`src/rtl/bootrom_pkg.sv`:
```
// Shared types, default boot image and address decode for the boot ROM slave.
package bootrom_pkg;

  // Wide enough for any image up to 128 x 64-bit words; larger ROMs must supply InitImage.
  localparam int unsigned ImageMaxBits = 8192;

  // Boot stub: lui a1,0x2c00; sw x0,0(a1); lui a0,0x2000; jalr a0; j .
  localparam logic [ImageMaxBits-1:0] DefaultImage = ImageMaxBits'({
    32'h0000_006f, 32'h0005_0067, 32'h0200_0537, 32'h0005_a023, 32'h02c0_05b7
  });

  typedef enum logic [2:0] {
    ERR_NONE,
    ERR_WRITE,
    ERR_RANGE,
    ERR_ALIGN,
    ERR_HIDDEN
  } err_cause_e;

  typedef enum logic {
    ST_IDLE,
    ST_WAIT
  } state_e;

  typedef struct packed {
    logic [31:0] idx;
    err_cause_e  cause;
  } decode_t;

  // Offset wraps modulo 2^32, so addresses below base fall out of range.
  function automatic decode_t rom_decode(logic [31:0] addr, logic [31:0] base,
                                         int unsigned depth, int unsigned bytes);
    decode_t     d;
    logic [31:0] off;
    off     = addr - base;
    d.idx   = off >> $clog2(bytes);
    d.cause = ERR_NONE;
    if ((off & (bytes - 32'd1)) != 32'd0) begin
      d.cause = ERR_ALIGN;
    end else if (d.idx >= depth) begin
      d.cause = ERR_RANGE;
    end
    return d;
  endfunction

endpackage

```
`src/rtl/bootrom_ctrl.sv`:
```
// Boot ROM slave on the req/gnt/rvalid bus with wait states, error responses
// and a sticky hide latch that locks the ROM out until reset.
module bootrom_ctrl
  import bootrom_pkg::*;
#(
  parameter int unsigned                DataWidth  = 32,
  parameter int unsigned                Depth      = 16,
  parameter logic [31:0]                BaseAddr   = 32'h0000_0000,
  parameter int unsigned                WaitStates = 0,
  parameter logic [Depth*DataWidth-1:0] InitImage  = DefaultImage[Depth*DataWidth-1:0]
) (
  input  logic                   clk_i,
  input  logic                   rst_ni,
  input  logic                   req_i,
  input  logic                   we_i,
  input  logic [DataWidth/8-1:0] be_i,
  input  logic [31:0]            addr_i,
  input  logic [DataWidth-1:0]   data_i,
  output logic                   gnt_o,
  output logic                   rvalid_o,
  output logic                   err_o,
  output logic [DataWidth-1:0]   data_o,
  input  logic                   hide_i,
  output logic                   hidden_o
);

  localparam int unsigned Bytes   = DataWidth / 8;
  localparam int unsigned IdxW    = (Depth > 1) ? $clog2(Depth) : 1;
  localparam logic [3:0]  CntInit = 4'(WaitStates);

  logic [DataWidth-1:0] rom_w [Depth];

  for (genvar i = 0; i < Depth; i++) begin : g_rom
    assign rom_w[i] = InitImage[i*DataWidth +: DataWidth];
  end

  state_e               state_q;
  logic [3:0]           cnt_q;
  logic [IdxW-1:0]      pend_idx_q;
  err_cause_e           pend_cause_q;
  logic                 hidden_q;
  logic                 rvalid_q;
  logic                 err_q;
  logic [DataWidth-1:0] data_q;

  decode_t              dec;
  err_cause_e           req_cause;
  err_cause_e           sel_cause;
  logic [IdxW-1:0]      sel_idx;
  logic [DataWidth-1:0] rsp_data;

  assign gnt_o = req_i && (state_q == ST_IDLE);

  // Write outranks hidden, which outranks the address-derived causes.
  always_comb begin
    dec       = rom_decode(addr_i, BaseAddr, Depth, Bytes);
    req_cause = dec.cause;
    if (hidden_q) req_cause = ERR_HIDDEN;
    if (we_i)     req_cause = ERR_WRITE;
  end

  // In IDLE the response comes straight from the live request; in WAIT from the capture.
  always_comb begin
    sel_cause = pend_cause_q;
    sel_idx   = pend_idx_q;
    if (state_q == ST_IDLE) begin
      sel_cause = req_cause;
      sel_idx   = dec.idx[IdxW-1:0];
    end
    rsp_data = '0;
    if (sel_cause == ERR_NONE) rsp_data = rom_w[sel_idx];
  end

  // Request capture at grant (data path, no reset needed)
  always_ff @(posedge clk_i) begin
    if (gnt_o) begin
      pend_idx_q   <= dec.idx[IdxW-1:0];
      pend_cause_q <= req_cause;
    end
  end

  // Control FSM, wait counter, hide latch and registered response
  always_ff @(posedge clk_i or negedge rst_ni) begin
    if (!rst_ni) begin
      state_q  <= ST_IDLE;
      cnt_q    <= '0;
      hidden_q <= 1'b0;
      rvalid_q <= 1'b0;
      err_q    <= 1'b0;
      data_q   <= '0;
    end else begin
      hidden_q <= hidden_q | hide_i;
      rvalid_q <= 1'b0;
      err_q    <= 1'b0;
      case (state_q)
        ST_IDLE: begin
          if (gnt_o) begin
            if (WaitStates == 0) begin
              rvalid_q <= 1'b1;
              err_q    <= (sel_cause != ERR_NONE);
              data_q   <= rsp_data;
            end else begin
              cnt_q   <= CntInit;
              state_q <= ST_WAIT;
            end
          end
        end
        ST_WAIT: begin
          cnt_q <= cnt_q - 4'd1;
          if (cnt_q == 4'd1) begin
            state_q  <= ST_IDLE;
            rvalid_q <= 1'b1;
            err_q    <= (sel_cause != ERR_NONE);
            data_q   <= rsp_data;
          end
        end
        default: state_q <= ST_IDLE;
      endcase
    end
  end

  assign rvalid_o = rvalid_q;
  assign err_o    = err_q;
  assign data_o   = data_q;
  assign hidden_o = hidden_q;

  logic unused_ok;
  assign unused_ok = ^{be_i, data_i, dec.idx};

  a_err_qualified: assert property (@(posedge clk_i) disable iff (!rst_ni) err_o |-> rvalid_o);

endmodule
```
`config.mk`:
```
export PLATFORM = sky130hd
export DESIGN_NAME = bootrom_ctrl
export DESIGN_NICKNAME = d
export VERILOG_FILES = /design/src/rtl/bootrom_pkg.sv /design/src/rtl/bootrom_ctrl.sv
export SDC_FILE = /design/constraint.sdc
export NUM_CORES = 1
export LEC_CHECK = 0
export BUFFER_PORTS_ARGS = -buffer_cell sky130_fd_sc_hd__buf_4
export CORE_MARGIN = 8
export CORE_UTILIZATION = 35
export CTS_CLUSTER_DIAMETER = 100
export CTS_CLUSTER_SIZE = 28
export DETAILED_ROUTE_END_ITERATION = 10
export HOLD_SLACK_MARGIN = 0.1
export PLACE_DENSITY = 0.87
export SYNTH_ARGS = -nofsm -noshare
export SYNTH_HDL_FRONTEND = slang
export SYNTH_SLANG_ARGS = --single-unit
```
`constraint.sdc`:
```
create_clock -name clk_i -period 1.5 [get_ports clk_i]
set_input_delay 0.075 -clock clk_i [delete_from_list [all_inputs] [get_ports clk_i]]
set_output_delay 0.075 -clock clk_i [all_outputs]
set_load 0.1 [all_outputs]
```
==> results.json, run 1 <==
{
  "outcome": "finished, violations left",
  "violations": "setup timing",
  "die_w_um": 78.9,
  "ys_seq_elements": 23,
  "netlist_area_um2": 1380,
  "reg2reg_to": "data_o[10]$_DFFE_PN0P_",
  "crit_arrival_ns": 1.68,
  "cp_max_fo": 5,
  "viasPerCell": 4.68,
  "cts_tree": "yes",
  "regArea_um2": 613,
  "die_h_um": 78.9,
  "coreArea_um2": 3910,
  "dp_hpwl_um": 2840,
  "worst_skew_pair.late_latency_ns": 0.26,
  "drtIter0Drc": 43,
  "min_to": "pend_cause_q[1]$_DFFE_PP_",
  "synth_fa_ha_area_frac": 0.0181,
  "synth_warnings": 0,
  "r2r_setup_slack_ns": -0.002,
  "switchingPower_mw": 0.474,
  "syn_inst": 129,
  "num_io_pins": 109,
  "grt_max_degree": 17,
  "worstHoldStart": "we_i",
  "finalInstanceArea_um2": 2030,
  "finalWirelength_um": 3510,
  "first_global_vias": 1242,
  "synthMuxAreaShare": 0.0298,
  "antenna_cells": 0,
  "criticalPathCategory": "register to register",
  "drc_errors": 0,
  "hold_path_depth": 2,
  "synthArstFlopShare": 0.696,
  "portBuffers": 57,
  "dpl_cell_area_um2": 1830,
  "clock_sinks": 23,
  "seqPwrFrac": 0.469,
  "synthToLayoutAreaGrowth_pct": 46.9,
  "ant_nets": 0,
  "synth_simple_gate_area_frac": 0.190,
  "fmax_mhz": 666,
  "synth_top_cell_area_share": 0.289,
  "worst_slack_ns": -0.00178,
  "dp_slack_ns": -0.111,
  "drive_gt1_frac": 0.492,
  "p_sw_frac": 0.331,
  "htree_levels": 1,
  "layout.nets": 273,
  "r2r_cells": 6,
  "r2r_start": "cnt_q[1]$_DFFE_PN0P_",
  "final_common_cell": "buf_4",
  "p_per_area_nw_per_um2": 704,
  "worstPathRequired_ns": 1.67,
  "yosysTopAreaCell": "dfrtp_1",
  "fin_crit_ns": 1.50,
  "p_leak_nw": 0.936,
  "min_path_type": "input pin to register",
  "hold_viol_final": 0,
  "grt_usage": 0.112,
  "synth_edf_count": 7,
  "finalPower_mw": 1.43,
  "layout_common_cells": "buf_4 (69), conb_1 (15), dfrtp_1 (14)",
  "end_kind": "register",
  "intPower_mw": 0.958,
  "vdd_drop_max_mv": 0.479,
  "ys_top_cells_by_area": "dfrtp_1 (29%), edfxtp_1 (15%), buf_4 (13%)",
  "setup_viol": 1,
  "place_congestion": 0.869,
  "synth_top_family_by_area": "simple AND/OR/NAND/NOR gates",
  "grt.overflow.total": 0,
  "synth-seq-area-share": 0.441,
  "routedWlPerCell_um": 14.2,
  "vias": 1155,
  "ys_types": 44,
  "synthXorXnorAreaFrac": 0.0190,
  "drv_slew": 0,
  "synthFlopType": "dfrtp_1",
  "fillers": 363,
  "grt_pass1_wl_um": 5700,
  "cts.root.buffer_cell": "clkbuf_8",
  "dieArea_um2": 6220,
  "core.rowCount": 23,
  "first_pass_iters": 4,
  "finalCritPeriodShare": 1.00,
  "p_clk_frac": 0.269,
  "clock_skew_ns": 0.00329,
  "maxCapViolCount": 0,
  "rsz0062_at_grt": "yes",
  "multi_input_area_um2": 679,
  "numCtsBuffers": 3,
  "antenna_found_initial": 0,
  "initial_utilization": 0.354,
  "p_comb_frac": 0.263,
  "clk_pin_slew_ns": 0.08,
  "cts_buffer_depth": 2,
  "synth_compound_area_frac": 0.140,
  "cp-start-kind": "register",
  "syn_area_per_cell_um2": 10.7,
  "finish.utilization": 0.520
}
==> sequential cells by signal, summed over array words and instances, names as in the netlist <==
signal	cells
pend_idx_q	4
data_o	8
hidden_o	1
err_o	1
rvalid_o	1
cnt_q	4
pend_cause_q	3
state_q	1
==> cells in the mapped netlist, drive strengths merged (2+ instances only) <==
cell and instances:
nand2 9, nor2 7, and2 3, nand4 3, dfrtp 16, edfxtp 7, buf 27, nand2b 3
o21ai 3, nor4b 2, xor2 2, nor4 7, a211oi 2, nand3 2, mux2 3, a21oi 3
o31ai 4, a32oi 4, inv 5, ha 2
==> cells by family (layout without fill, tap and decap cells) <==
group	Yosys count	in the layout
fa+ha+maj	2	2
compound gates	23	23
buf+inv	32	86
other cells	1	15
simple gates	42	42
mux	3	3
xor+xnor	3	3
flops	23	23
==> worst max-delay path by stage <==
stage | from | to | slack (ns)
CTS | state_q$_DFF_PN0_ | data_o[10]$_DFFE_PN0P_ | 0.008
global placement | cnt_q[1]$_DFFE_PN0P_ | data_o[15]$_DFFE_PN0P_ | -0.04
global route | cnt_q[1]$_DFFE_PN0P_ | data_o[10]$_DFFE_PN0P_ | -0.07
detailed placement | cnt_q[1]$_DFFE_PN0P_ | data_o[10]$_DFFE_PN0P_ | -0.11
floorplan | state_q$_DFF_PN0_ | pend_cause_q[0]$_DFFE_PP_ | -0.04
finish | cnt_q[1]$_DFFE_PN0P_ | data_o[10]$_DFFE_PN0P_ | -0.002
==> worst max-delay path: stages, from the launching register on <==
cell and delay, ns:
dfrtp_1 0.40, inv_2 0.09, ha_4 0.15, nand4bb_4 0.16, a211oi_4 0.38, a32oi_1 0.16
o31ai_2 0.08
==> area by class of cell <==
type                            count  share of cell area
Inverter                            5              0.0111
Clock buffer                        3              0.0203
Multi-Input combinational cell     88               0.334
Sequential cell                    23               0.302
Clock inverter                      1             0.00246
Timing Repair Buffer               77               0.300
Tap cell                           50              0.0308
==> routing by layer <==
layer	global-route usage	vias up	part of all wire
met3	0.0418	6	0.074
met4	0.0370	0	0.013
li1	-	561	-
met5	0	-	0
met1	0.110	551	0.37
met2	0.211	37	0.54
==> repair_timing <==
item,in CTS,in global routing
hold endpoints to repair,21,0
buffers inserted,2,1
pin swaps,3,5
gates resized for setup,12,6
endpoints found under the setup margin,9,6
hold buffers,6,0
==> per-stage QoR <==
stage	cells	hold WS [ns]	TNS, ns
CTS	246	0.113	0
floorplan	143	-0.221	-0.277
global route	247	0.128	-0.271
finish	247	0.135	-0.00178
detailed placement	235	-0.0512	-0.483
global placement	235	-0.0558	-0.151
==> power groups by stage <==
stage	Sequential [mW]	Combinational [mW]	Clock, mW
floorplan	0.704	0.253	0
global placement	0.683	0.345	0
detailed placement	0.684	0.350	0
CTS	0.671	0.374	0.403
global route	0.673	0.395	0.427
finish	0.671	0.376	0.385
(Power assumes the default switching activity.)
==> run 2, diff against run 1 <==
--- a/config.mk
+++ b/config.mk
@@ -7,12 +7,13 @@
 export LEC_CHECK = 0
 export BUFFER_PORTS_ARGS = -buffer_cell sky130_fd_sc_hd__buf_4
 export CORE_MARGIN = 8
-export CORE_UTILIZATION = 35
+export CORE_UTILIZATION = 37
+export CTS_BUF_LIST = sky130_fd_sc_hd__clkbuf_4
 export CTS_CLUSTER_DIAMETER = 100
 export CTS_CLUSTER_SIZE = 28
 export DETAILED_ROUTE_END_ITERATION = 10
 export HOLD_SLACK_MARGIN = 0.1
-export PLACE_DENSITY = 0.87
+export PLACE_DENSITY = 0.91
 export SYNTH_ARGS = -nofsm -noshare
 export SYNTH_HDL_FRONTEND = slang
 export SYNTH_SLANG_ARGS = --single-unit
==> run 2 against run 1 <==
  * The flow still finishes with violations (setup timing)
  * Die area fell by 4.3%
  * Count of clock-buffer cells in the layout unchanged
  * Global-route usage hardly changed
  * Worst hold slack improved by 0.0022 ns
  * Clock skew rose by 0.0012 ns
  * Largest cell class unchanged
  * Sequential cell count unchanged
==> results.json, run 2 (synthesis results as in run 1) <==
{
  "outcome": "finished, violations left",
  "violations": "setup timing",
  "layout.nets": 279,
  "crit_path_top_delay_cell": "dfrtp_2",
  "maxCapViolCount": 0,
  "numCtsBuffers": 3,
  "drc_errors": 0,
  "vdd_drop_max_mv": 0.538,
  "place_congestion": 0.904,
  "crit_chain": "buf_6 > mux2_4 > a21oi_4 > buf_4 > buf_6 > nand4_1 > o211ai_1",
  "cts_tree": "yes",
  "portBuffers": 57,
  "cp-start-kind": "register",
  "first_global_vias": 1262,
  "grt_pass1_wl_um": 5580,
  "worst_skew_pair.late_latency_ns": 0.31,
  "die_h_um": 77.2,
  "hold_slack_ns": 0.137,
  "finalCritPeriodShare": 1.04,
  "coreArea_um2": 3630,
  "min_path_type": "input pin to asynchronous set/reset pin",
  "antenna_cells": 0,
  "worst_slack_ns": -0.0625,
  "clock_sinks": 23,
  "fmax_mhz": 640,
  "crit_arrival_ns": 1.81,
  "die_w_um": 77.2,
  "critPathTopFamily": "flip-flops",
  "ant_nets": 0,
  "drive_gt1_frac": 0.512,
  "routedWlPerCell_um": 13.8,
  "clock_skew_ns": 0.00449,
  "antenna_found_initial": 0,
  "fin_setup_tns_ns": -0.172,
  "core.rowCount": 22,
  "viasPerCell": 4.69,
  "hold_viol_final": 0,
  "worstPathRequired_ns": 1.74,
  "drv_slew": 0,
  "initial_utilization": 0.381,
  "crit_buf_inv": 3,
  "rsz0062_at_grt": "yes",
  "end_kind": "register",
  "critical_path.most_common_cell": "buf_6",
  "grt.overflow.total": 0,
  "cpPeakStageDelay_ns": 0.48,
  "cts_buffer_depth": 2,
  "criticalPathCategory": "register to register",
  "finalInstanceArea_um2": 2060,
  "p_leak_nw": 0.958,
  "final_common_cell": "buf_4",
  "num_io_pins": 109,
  "finalPower_mw": 1.35,
  "finish.utilization": 0.566,
  "setup_viol": 6,
  "first_pass_iters": 5,
  "dpl_cell_area_um2": 1820,
  "clk_pin_slew_ns": 0.13,
  "cts.root.buffer_cell": "clkbuf_4",
  "dieArea_um2": 5950,
  "finalWirelength_um": 3470,
  "grt_usage": 0.112,
  "cp_max_fo": 6,
  "grt_max_degree": 17,
  "p_per_area_nw_per_um2": 657,
  "dp_hpwl_um": 2800,
  "synthToLayoutAreaGrowth_pct": 48.6,
  "fin_crit_ns": 1.56,
  "drtIter0Drc": 59,
  "largest_reg_flops": 8,
  "vias": 1178,
  "htree_levels": 1,
  "layout_common_cells": "buf_4 (73), conb_1 (15), dfrtp_1 (14)"
}
run 2: through the flow:
step	instances	worst slack [ns]
2_1_floorplan	143	-0.0371
3_3_place_gp	233	-0.0356
3_5_place_dp	233	-0.119
4_1_cts	250	-0.0144
5_1_grt	251	-0.133
6_report	251	-0.0625
run 2: area by class of cell:
type	count	area (µm²)
well taps	48	60.1
clock inverters	1	5.00
multi-input cells	88	672
inverters	5	22.5
clock buffers	3	22.5
flip-flops and latches	23	613
repair buffers	83	661
fillers	332	1580
run 2: repair_timing:
action                     CTS  global route
hold endpoints to repair    25             0
pin swaps                    4             8
hold buffers                 7             0
setup endpoints to repair   10             7
buffers inserted             6             1
gates resized for setup     14             5
run 2: routing by layer:
layer  part of all wire  vias up  track usage
met5                  0        -            0
li1                   -      577            -
met2               0.55       45        0.210
met3              0.071        4       0.0420
met4             0.0092        0       0.0377
met1               0.37      552        0.110
run 2: worst paths after layout:
check / start / cells past startpoint / to / slack (ns)
worst max register to register: state_q$_DFF_PN0_ / 7 / data_o[3]$_DFFE_PN0P_ / -0.06
worst min-delay path: rst_ni / 2 / data_o[5]$_DFFE_PN0P_ / 0.14
worst min register to register: data_o[6]$_DFFE_PN0P_ / 2 / data_o[6]$_DFFE_PN0P_ / 0.52
max in group asynchronous: rst_ni / 2 / state_q$_DFF_PN0_ / 1.15
worst max-delay path: state_q$_DFF_PN0_ / 7 / data_o[3]$_DFFE_PN0P_ / -0.06
min in group clk_i: addr_i[0] / 3 / pend_cause_q[0]$_DFFE_PP_ / 0.15
run 2: power breakdown:
part | total, mW | leakage (nW) | switching (mW) | internal [mW]
clock network | 0.294 | 0.0177 | 0.194 | 0.0998
registers | 0.671 | 0.281 | 0.00776 | 0.663
logic | 0.385 | 0.660 | 0.268 | 0.117
run 2: worst register-to-register path, delay by kind of cell, from the launching register on:
kind,cells,cell delay [ns]
simple gates,1,0.08
flops,1,0.48
buf+inv,3,0.35
compound gates,2,0.28
mux,1,0.32
